`config.mk`:
```
export PLATFORM = sky130hd
export DESIGN_NAME = ram_arbiter
export DESIGN_NICKNAME = d
export VERILOG_FILES = /design/src/rtl/common_types_pkg.sv /design/src/rtl/ram_arbiter.sv
export SDC_FILE = /design/constraint.sdc
export NUM_CORES = 1
export LEC_CHECK = 0
export ABC_AREA = 0
export CORE_AREA = 2 2 106 108
export CTS_CLUSTER_DIAMETER = 50
export DETAILED_ROUTE_END_ITERATION = 8
export DIE_AREA = 0 0 108 110
export SETUP_SLACK_MARGIN = 0.05
export SLEW_MARGIN = 20
export SYNTH_ARGS = -nofsm -noshare
export SYNTH_HDL_FRONTEND = slang
export SYNTH_SLANG_ARGS = --single-unit
```
`constraint.sdc`:
```
create_clock -name clk -period 1.9 [get_ports clk]
set_input_delay 0.19 -clock clk [delete_from_list [all_inputs] [get_ports clk]]
set_output_delay 0.19 -clock clk [all_outputs]
set_load 0.1 [all_outputs]
```
`src/rtl/common_types_pkg.sv`:
```
// Shared memory-interface types for the core's ram path.
// ram_state_t is the handshake seen by every ram requester; arb_* types belong to ram_arbiter.
package common_types_pkg;

    typedef enum logic [1:0] {
        RAM_IDLE = 2'd0,
        RAM_WAIT = 2'd1,
        RAM_DONE = 2'd2
    } ram_state_t;

    typedef enum logic [1:0] {
        ARB_IDLE   = 2'd0,
        ARB_IFETCH = 2'd1,
        ARB_DATA   = 2'd2
    } arb_state_t;

    typedef enum logic {
        ARB_PORT_I = 1'b0,
        ARB_PORT_D = 1'b1
    } arb_port_t;

endpackage

```
`src/rtl/ram_arbiter.sv`:
```
// Shares the single-port ram between instruction fetch (I, read-only) and data (D, load/store).
// A grant covers one whole transaction, from request to RAM_DONE, and adds no latency: the
// winner is picked combinationally in the idle cycle and drives the ram in that same cycle.
// Optional feature: define RAM_ARB_RR_EN for round-robin tie-breaking (default: D beats I).
module ram_arbiter
    import common_types_pkg::*;
#(
    parameter int unsigned ADDR_W = 32,
    parameter int unsigned DATA_W = 32
) (
    input  logic                clk,
    input  logic                nrst,
    // instruction fetch port
    input  logic                i_ren,
    input  logic [ADDR_W-1:0]   i_addr,
    output logic [DATA_W-1:0]   i_load,
    output ram_state_t          i_state,
    // data port
    input  logic                d_ren,
    input  logic [DATA_W/8-1:0] d_wen,
    input  logic [ADDR_W-1:0]   d_addr,
    input  logic [DATA_W-1:0]   d_store,
    output logic [DATA_W-1:0]   d_load,
    output ram_state_t          d_state,
    // toward the ram
    output logic                m_ren,
    output logic [DATA_W/8-1:0] m_wen,
    output logic [ADDR_W-1:0]   m_addr,
    output logic [DATA_W-1:0]   m_store,
    input  logic [DATA_W-1:0]   m_load,
    input  ram_state_t          m_state
);

    arb_state_t state_q, state_d;
    arb_port_t  last_grant;
    arb_port_t  winner;
    arb_port_t  owner;
    logic       have_owner;
    logic       i_req, d_req;

    // On a tie the port that was not granted last wins.
    function automatic arb_port_t pick(logic i_rq, logic d_rq, arb_port_t last);
        if (i_rq && d_rq) begin
            return (last == ARB_PORT_D) ? ARB_PORT_I : ARB_PORT_D;
        end
        return d_rq ? ARB_PORT_D : ARB_PORT_I;
    endfunction

    assign i_req  = i_ren;
    assign d_req  = d_ren | (|d_wen);
    assign winner = pick(i_req, d_req, last_grant);

`ifdef RAM_ARB_RR_EN
    arb_port_t last_grant_q, last_grant_d;
    assign last_grant = last_grant_q;
`else
    // No history kept: pretending I was always granted last makes every tie go to D.
    assign last_grant = ARB_PORT_I;
`endif

    // Who owns the ram this cycle: the fresh winner when idle, else the granted port.
    always_comb begin
        have_owner = 1'b0;
        owner      = ARB_PORT_D;
        unique case (state_q)
            ARB_IDLE: begin
                have_owner = i_req | d_req;
                owner      = winner;
            end
            ARB_IFETCH: begin
                have_owner = 1'b1;
                owner      = ARB_PORT_I;
            end
            ARB_DATA: begin
                have_owner = 1'b1;
                owner      = ARB_PORT_D;
            end
            default: ;
        endcase
    end

    // Route the owner to the ram and the ram's answer back to the owner only.
    always_comb begin
        m_ren   = 1'b0;
        m_wen   = '0;
        m_addr  = '0;
        m_store = '0;
        i_load  = '0;
        d_load  = '0;
        i_state = i_req ? RAM_WAIT : RAM_IDLE;
        d_state = d_req ? RAM_WAIT : RAM_IDLE;
        if (!nrst) begin
            // Outputs follow reset immediately, even with requests still asserted.
            i_state = RAM_IDLE;
            d_state = RAM_IDLE;
        end else if (have_owner) begin
            if (owner == ARB_PORT_I) begin
                m_ren   = i_ren;
                m_addr  = i_addr;
                i_state = m_state;
                i_load  = m_load;
            end else begin
                m_ren   = d_ren;
                m_wen   = d_wen;
                m_addr  = d_addr;
                m_store = d_store;
                d_state = m_state;
                d_load  = m_load;
            end
        end
    end

    // Grant on a request when idle; release on DONE or if the owner abandons its request.
    always_comb begin
        state_d = state_q;
`ifdef RAM_ARB_RR_EN
        last_grant_d = last_grant_q;
`endif
        unique case (state_q)
            ARB_IDLE: begin
                if (i_req || d_req) begin
                    state_d = (winner == ARB_PORT_D) ? ARB_DATA : ARB_IFETCH;
`ifdef RAM_ARB_RR_EN
                    last_grant_d = winner;
`endif
                end
            end
            ARB_IFETCH: begin
                if (m_state == RAM_DONE || !i_req) begin
                    state_d = ARB_IDLE;
                end
            end
            ARB_DATA: begin
                if (m_state == RAM_DONE || !d_req) begin
                    state_d = ARB_IDLE;
                end
            end
            default: state_d = ARB_IDLE;
        endcase
    end

    // Arbiter state register.
    always_ff @(posedge clk or negedge nrst) begin
        if (!nrst) begin
            state_q <= ARB_IDLE;
        end else begin
            state_q <= state_d;
        end
    end

`ifdef RAM_ARB_RR_EN
    // Remember the most recent grant for the round-robin tie-break.
    always_ff @(posedge clk or negedge nrst) begin
        if (!nrst) begin
            last_grant_q <= ARB_PORT_D;
        end else begin
            last_grant_q <= last_grant_d;
        end
    end
`endif

`ifndef SYNTHESIS
    // An owner dropping its request mid-transaction may leave a partial write behind.
    always_ff @(posedge clk) begin
        if (nrst && ((state_q == ARB_IFETCH && !i_req) || (state_q == ARB_DATA && !d_req))) begin
            $error("ram_arbiter: owner dropped its request before RAM_DONE");
        end
    end
`endif

endmodule

```
==> results of run 1 <==
synth_stat cells (2+ instances only):
master / instances
nor2_1: 6
or2_2: 2
and2_1: 92
ha_1: 4
dfrtp_1: 2
buf_2: 3
a21oi_1: 37
nand2_1: 66
nor3_1: 2
buf_6: 5
clkbuf_2: 3
inv_1: 5
clkbuf_1: 8
o21ai_0: 2
and2_4: 10
per-layer routing:
metal | share of wire [%] | vias to the layer above | global-route usage (%)
met4 | 0.84 | 0 | 2.84
met1 | 32 | 1416 | 18.3
met5 | 0 | - | 0
li1 | - | 1482 | -
met3 | 12 | 8 | 8.17
met2 | 55 | 168 | 35.5
stage by stage:
stage	utilization, %	cell area, sq um
final	68.2	7290
after global routing	68.1	7290
after CTS	64.0	6850
after detailed placement	63.1	6750
after global placement	63.1	6750
after floorplan	-	2300
worst max-delay path, stage by stage, from the launching register on:
cell and delay (ns):
dfrtp_1 0.39, inv_2 0.07, ha_4 0.33, o21bai_4 0.08, nor2_4 0.13, o311a_4 0.34, clkbuf_16 0.22, and2_4 0.16
buf_12 0.16
cells by family (layout without fill, tap and decap cells):
| kind of cell | Yosys count | count (layout) | share of synthesized area [%] |
|---|---|---|---|
| compound gates | 50 | 50 | 20.3 |
| fa+ha+maj | 4 | 4 | 3.21 |
| simple gates | 185 | 185 | 64.7 |
| buf+inv | 24 | 337 | 8.65 |
| flops | 2 | 2 | 3.21 |
| other cells | 0 | 3 | 0 |
path summary, 6_finish.rpt:
check / cells after the start / from / to
setup / recovery: 8 / state_q[0] / m_store[29]
hold / removal: 1 / nrst / state_q[1]
setup reg to reg: 7 / state_q[1] / state_q[1]
hold reg to reg: 2 / state_q[1] / state_q[1]
min in group clk: 2 / state_q[1] / state_q[1]
max in group asynchronous: 1 / nrst / state_q[0]
power by group through the flow:
stage / clock (mW) / sequential, mW / combinational, mW
5_1_grt: 0.175 / 0.0840 / 13.2
3_5_place_dp: 0 / 0.0840 / 11.9
2_1_floorplan: 0 / 0.0831 / 7.74
3_3_place_gp: 0 / 0.0826 / 11.8
6_report: 0.163 / 0.0834 / 12.8
4_1_cts: 0.167 / 0.0835 / 12.0
timing repair:
action                     4_1_cts  5_1_grt
pin swaps                        5       25
buffers inserted                 3        8
hold endpoints to repair         0        0
resized for setup               12       54
gates cloned                     0        9
setup endpoints to repair      137      137
cell type report:
| class | count | area, sq um |
|---|---|---|
| antenna | 3 | 7.51 |
| tap | 140 | 175 |
| inverter | 5 | 18.8 |
| sequential | 2 | 50.0 |
| multi-input combinational | 239 | 2170 |
| clock buffer | 3 | 41.3 |
| fill | 788 | 3410 |
| timing repair buffer | 329 | 4830 |
==> insert_results.sql, run 1 <==
INSERT INTO impl_metrics (metric_group, metric, value, unit) VALUES
('drt', 'route.detailed.vias_per_inst', '4.26', ''),
('die', 'coreArea', '10700', 'sq um'),
('drt', 'detail_route.iter0.violations', '84', ''),
('timing', 'normalized_max_slew_margin', '75.3', '%'),
('power_and_ir_drop', 'share_seq_of_total_power', '0.6', '%'),
('finish', 'layout-drive-gt1-share', '63.7', '%'),
('global_route', 'total_routing_usage_gr', '18.3', '%'),
('drt', 'drt_pre_antenna_iters', '4', ''),
('critical_path', 'reg2reg_slack', '0.17', 'ns'),
('power_and_ir_drop', 'p_sw_share', '59.4', '%'),
('status', 'status', 'finished, violations left', ''),
('global_route', 'vias_in_the_first_global_route', '3215', ''),
('critical_path', 'worst-path-max-fanout', '19', ''),
('die', 'die_height', '110', 'microns'),
('clocking', 'clock_tree_from_tritoncts', 'yes', ''),
('timing', 'final_setup_violating_endpoints', '137', ''),
('synthesis', 'post_synth_instance_area', '1560', 'sq um'),
('drt', 'drcViolationCount', '0', ''),
('global_route', 'grt_start_max_net_pins', '40', ''),
('finish', 'top_register_by_number_of_flip_flops', 'state_q', ''),
('global_route', 'grt_antenna_before_repair', '3', ''),
('critical_path', 'critPathArrivalTime', '2.10', 'ns'),
('clocking', 'root_buffer', 'clkbuf_8', ''),
('timing', 'timing_worst_slew_pin_value', '0.368', 'ns'),
('placed_design', 'dp_slack', '-0.482', 'ns'),
('worst_hold_path', 'worst_min_path_class', 'in -> async', ''),
('power_and_ir_drop', 'worst_ir_drop_on_vdd', '1.14', 'mV'),
('power_and_ir_drop', 'combinationalPowerShare', '98.1', '%'),
('die', 'placementRows', '38', ''),
('synthesis', 'top_area_cells_in_the_synthesized_netlist', 'and2_1, nand2_1, a21oi_1', ''),
('global_route', 'wire_length_of_the_first_global_routing_pass', '17100', 'microns'),
('timing', 'grt_setup_unrepaired', 'yes', ''),
('synthesis', 'dominant_register_cell_in_the_synthesized_netlist', 'dfrtp_1', ''),
('clocking', 'tritoncts.num_buffers', '3', ''),
('timing', 'final-hold-violation-count', '0', ''),
('clocking', 'clkSinkCount', '2', ''),
('synthesis', 'post_synth_num_cell_types', '33', ''),
('critical_path', 'end_kind', 'output pin', ''),
('timing', 'final.setup_skew', '0.000650', 'ns'),
('clocking', 'cts.hold.buffers_added', '0', ''),
('drt', 'postRouteAntennaNets', '0', ''),
('die', 'start_util', '14.6', '%'),
('synthesis', 'synth_sequential_area_ratio', '3.21', '%'),
('timing', 'final_critical_path_setup_slack', '-0.392', 'ns'),
('timing', 'final-max-slew-violation-count', '0', ''),
('placed_design', 'placedCellCount', '695', ''),
('global_route', 'grt_remaining_overflow', '0', ''),
('timing', 'final_sum_of_negative_setup_slack', '-46.59', 'ns'),
('drt', 'total_via_count_in_the_routed_design', '3074', ''),
('drt', 'routed_wire_length', '12700', 'microns'),
('critical_path', 'worst_ep_required_time', '1.71', 'ns'),
('placed_design', 'globalplace.congestion', '0.761', ''),
('placed_design', 'detailed_place_hpwl', '10200', 'microns'),
('clocking', 'clk_transition_reported_paths', '0.03', 'ns'),
('synthesis', 'synth_async_sr_flop_share', '100', '%'),
('power_and_ir_drop', 'pwr_density_cell', '1800', 'nW/um^2'),
('timing', 'fmaxAchievable', '0.436', 'GHz'),
('synthesis', 'synth_edf_count', '0', ''),
('synthesis', 'syn_area_per_cell', '5.89', 'sq um'),
('critical_path', 'crit_path_start_kind', 'flip-flop', ''),
('status', 'violations', 'negative setup slack', ''),
('power_and_ir_drop', 'totalPowerFinal', '13.1', 'mW'),
('die', 'design.portCount', '275', ''),
('die', 'die_w', '108', 'microns'),
('finish', 'area_growth', '367', '%'),
('placed_design', 'port_buffers', '274', ''),
('synthesis', 'yosys.area.top_type', 'and2_1', ''),
('power_and_ir_drop', 'p_int', '5.31', 'mW'),
('drt', 'avgRoutedWirePerCell', '17.6', 'microns'),
('die', 'die-area', '11900', 'sq um'),
('timing', 'final_cycle_share', '121', '%');
(Power assumes the default switching activity.)
==> inputs of run 2 (changes only) <==
--- a/config.mk
+++ b/config.mk
@@ -6,10 +6,11 @@
 export NUM_CORES = 1
 export LEC_CHECK = 0
 export ABC_AREA = 0
-export CORE_AREA = 2 2 106 108
+export CORE_AREA = 2 2 108 110
 export CTS_CLUSTER_DIAMETER = 50
 export DETAILED_ROUTE_END_ITERATION = 8
-export DIE_AREA = 0 0 108 110
+export DIE_AREA = 0 0 110 112
+export PLACE_DENSITY_LB_ADDON = 0.12
 export SETUP_SLACK_MARGIN = 0.05
 export SLEW_MARGIN = 20
 export SYNTH_ARGS = -nofsm -noshare
==> constraint.sdc (replaced) <==
create_clock -name clk -period 2.9 [get_ports clk]
set_input_delay 0.29 -clock clk [delete_from_list [all_inputs] [get_ports clk]]
set_output_delay 0.29 -clock clk [all_outputs]
set_load 0.1 [all_outputs]
==> run 2 against run 1 <==
Effect of this change:
- the run now ends clean
- non-clock buffer count decreased by 46
- largest cell class unchanged
- die area increased by 3.7%
- flip-flop and latch count unchanged
- design area decreased by 17%
- total power decreased by 44%
- clock power increased by 27%
- clock skew about the same
- register-to-register slack improved by 1.2 ns
- combinational power decreased by 45%
- count of clock-buffer cells in the layout unchanged
- first-iteration DRC count increased by 37%
- worst setup slack improved by 0.60 ns
- largest power group unchanged
- critical path type unchanged
==> insert_results.sql, run 2 (synthesis results as in run 1) <==
INSERT INTO impl_metrics (metric_group, metric, value, unit) VALUES
('worst_hold_path', 'worst_min_path_class', 'in -> async', ''),
('timing', 'fmaxAchievable', '0.372', 'GHz'),
('clocking', 'number_of_levels_the_h_tree_was_split_into', '1', ''),
('critical_path', 'end_kind', 'output pin', ''),
('timing', 'final_critical_path_setup_slack', '0.211', 'ns'),
('global_route', 'grt_antenna_before_repair', '0', ''),
('clocking', 'tritoncts.num_buffers', '3', ''),
('critical_path', 'reg2reg_slack', '1.40', 'ns'),
('power_and_ir_drop', 'pwr_density_cell', '1200', 'nW/um^2'),
('timing', 'final_setup_violating_endpoints', '0', ''),
('timing', 'final-max-slew-violation-count', '0', ''),
('drt', 'detailroute.wirelength.met3', '1500', 'microns'),
('timing', 'final-hold-violation-count', '0', ''),
('critical_path', 'rr_endpoint', 'state_q[1]', ''),
('power_and_ir_drop', 'worst_ir_drop_on_vdd', '0.719', 'mV'),
('power_and_ir_drop', 'p_int', '2.62', 'mW'),
('critical_path', 'ff2ff_path_depth', '5', ''),
('finish', 'largest_register_ffs', '2', ''),
('finish', 'top_register_by_number_of_flip_flops', 'state_q', ''),
('drt', 'drcViolationCount', '0', ''),
('finish', 'fillers', '982', ''),
('die', 'start_util', '14.0', '%'),
('timing', 'final_cycle_share', '92.7', '%'),
('power_and_ir_drop', 'combinationalPowerShare', '96.4', '%'),
('drt', 'total_via_count_in_the_routed_design', '2793', ''),
('finish', 'finalInstanceArea', '6070', 'sq um'),
('power_and_ir_drop', 'p_sw_share', '64.0', '%'),
('finish', 'most_common_cell_after_layout_fill_and_taps_aside', 'buf_12', ''),
('global_route', 'total_routing_usage_gr', '17.1', '%'),
('critical_path', 'worst-path-max-fanout', '26', ''),
('timing', 'fin_crit', '2.69', 'ns'),
('drt', 'met2_wirelength', '6100', 'microns'),
('timing', 'final.setup_skew', '0.000981', 'ns'),
('placed_design', 'detailed_place_hpwl', '9720', 'microns'),
('finish', 'area_growth', '289', '%'),
('finish', 'antenna_cells_inserted', '0', ''),
('placed_design', 'globalplace.congestion', '0.821', ''),
('finish', 'largest_registers', 'state_q x2', ''),
('die', 'die_w', '110', 'microns'),
('die', 'placementRows', '39', ''),
('clocking', 'cts.hold.buffers_added', '0', ''),
('placed_design', 'dp_slack', '0.312', 'ns'),
('critical_path', 'critPathArrivalTime', '2.40', 'ns'),
('drt', 'detail_route.iter0.violations', '115', ''),
('critical_path', 'crit_path_start_kind', 'flip-flop', ''),
('drt', 'drt_pre_antenna_iters', '4', ''),
('die', 'die-area', '12300', 'sq um'),
('placed_design', 'port_buffers', '274', ''),
('clocking', 'cts.repair_timing.setup_buffer_count', '0', ''),
('drt', 'routed_wire_length', '11000', 'microns'),
('die', 'die_height', '112', 'microns'),
('critical_path', 'critPathKind', 'reg -> out', ''),
('clocking', 'cts-resized-gates', '0', ''),
('drt', 'avgRoutedWirePerCell', '16.3', 'microns'),
('finish', 'layoutNonFillerInstCount', '675', ''),
('flow_run', 'maxCapViolCount', '0', ''),
('status', 'status', 'finished, final reports clean', ''),
('critical_path', 'rr_startpoint', 'state_q[1]', ''),
('clocking', 'clk_transition_reported_paths', '0.03', 'ns'),
('die', 'coreArea', '11200', 'sq um'),
('placed_design', 'placement.cell_area', '6000', 'sq um'),
('placed_design', 'placedCellCount', '672', ''),
('clocking', 'cts-root-to-sink-buffers', '2', ''),
('finish', 'layout-drive-gt1-share', '37.8', '%'),
('power_and_ir_drop', 'total_switching_power', '4.66', 'mW'),
('drt', 'postRouteAntennaNets', '0', ''),
('clocking', 'clock_tree_from_tritoncts', 'yes', ''),
('critical_path', 'worst_ep_required_time', '2.61', 'ns'),
('power_and_ir_drop', 'pwr-share-clk', '2.8', '%'),
('clocking', 'clkSinkCount', '2', ''),
('die', 'design.portCount', '275', ''),
('timing', 'timing_worst_slew_pin_value', '0.335', 'ns'),
('clocking', 'insertion_delay', '0.22', 'ns'),
('drt', 'route.detailed.vias_per_inst', '4.14', ''),
('global_route', 'wire_length_of_the_first_global_routing_pass', '16300', 'microns'),
('timing', 'grt_setup_unrepaired', 'no', ''),
('drt', 'wl_met1', '3360', 'microns'),
('timing', 'normalized_max_slew_margin', '77.5', '%'),
('drt', 'top_routing_layer_in_use', 'met4', ''),
('power_and_ir_drop', 'leakage', '2.44', 'nW'),
('finish', 'nNetsFinal', '676', ''),
('clocking', 'root_buffer', 'clkbuf_16', ''),
('global_route', 'grt_remaining_overflow', '0', ''),
('global_route', 'vias_in_the_first_global_route', '2934', ''),
('global_route', 'grt_start_max_net_pins', '34', ''),
('power_and_ir_drop', 'share_seq_of_total_power', '0.7', '%'),
('finish', 'most-common-layout-cells', 'buf_12, clkdlybuf4s50_1, and2_1', ''),
('power_and_ir_drop', 'totalPowerFinal', '7.28', 'mW');
==> run 2: critical path, stage by stage (launching register included) <==
cell      delay, ns
dfrtp_1        0.37
inv_1          0.08
ha_1           0.35
o21bai_1       0.11
nor2_1         0.27
o311a_4        0.39
buf_12         0.19
and2_1         0.21
buf_12         0.19
==> run 2: power by group through the flow <==
stage	logic [mW]	registers, mW	clock network (mW)
CTS	7.07	0.0547	0.211
finish	7.02	0.0545	0.207
global route	7.21	0.0564	0.214
detailed placement	7.06	0.0551	0
global placement	7.04	0.0541	0
floorplan	4.40	0.0523	0
==> run 2: final cells by class <==
type | count | area, sq um | share of cell area (%)
multi-input cells | 239 | 1520 | 25.0
flip-flops and latches | 2 | 50.0 | 0.824
inverters | 5 | 18.8 | 0.309
well taps | 143 | 179 | 2.95
repair buffers | 283 | 4230 | 69.7
clock buffers | 3 | 75.1 | 1.24
==> run 2: metrics by stage <==
step	hold slack, ns	setup TNS (ns)	utilization, %
global placement	0.499	0	53.7
global route	0.271	0	54.3
CTS	0.272	0	54.3
finish	0.267	0	54.3
floorplan	-0.00559	-0.203	-
detailed placement	0.504	0	53.7
==> run 2: how the worst max path moves through the flow <==
stage | endpoint | slack (ns) | start
finish | m_store[19] | 0.21 | state_q[0]
floorplan | d_state[0] | -0.20 | state_q[0]
global route | m_store[22] | 0.08 | state_q[0]
global placement | m_store[19] | 0.33 | nrst
CTS | m_store[19] | 0.19 | state_q[0]
detailed placement | m_store[19] | 0.31 | nrst
==> run 2: routing by layer <==
layer  GRT usage, %  vias up
met1           15.5     1253
met3           8.37        4
met4           1.77        0
met2           34.3      150
met5              0        -
li1               -     1386
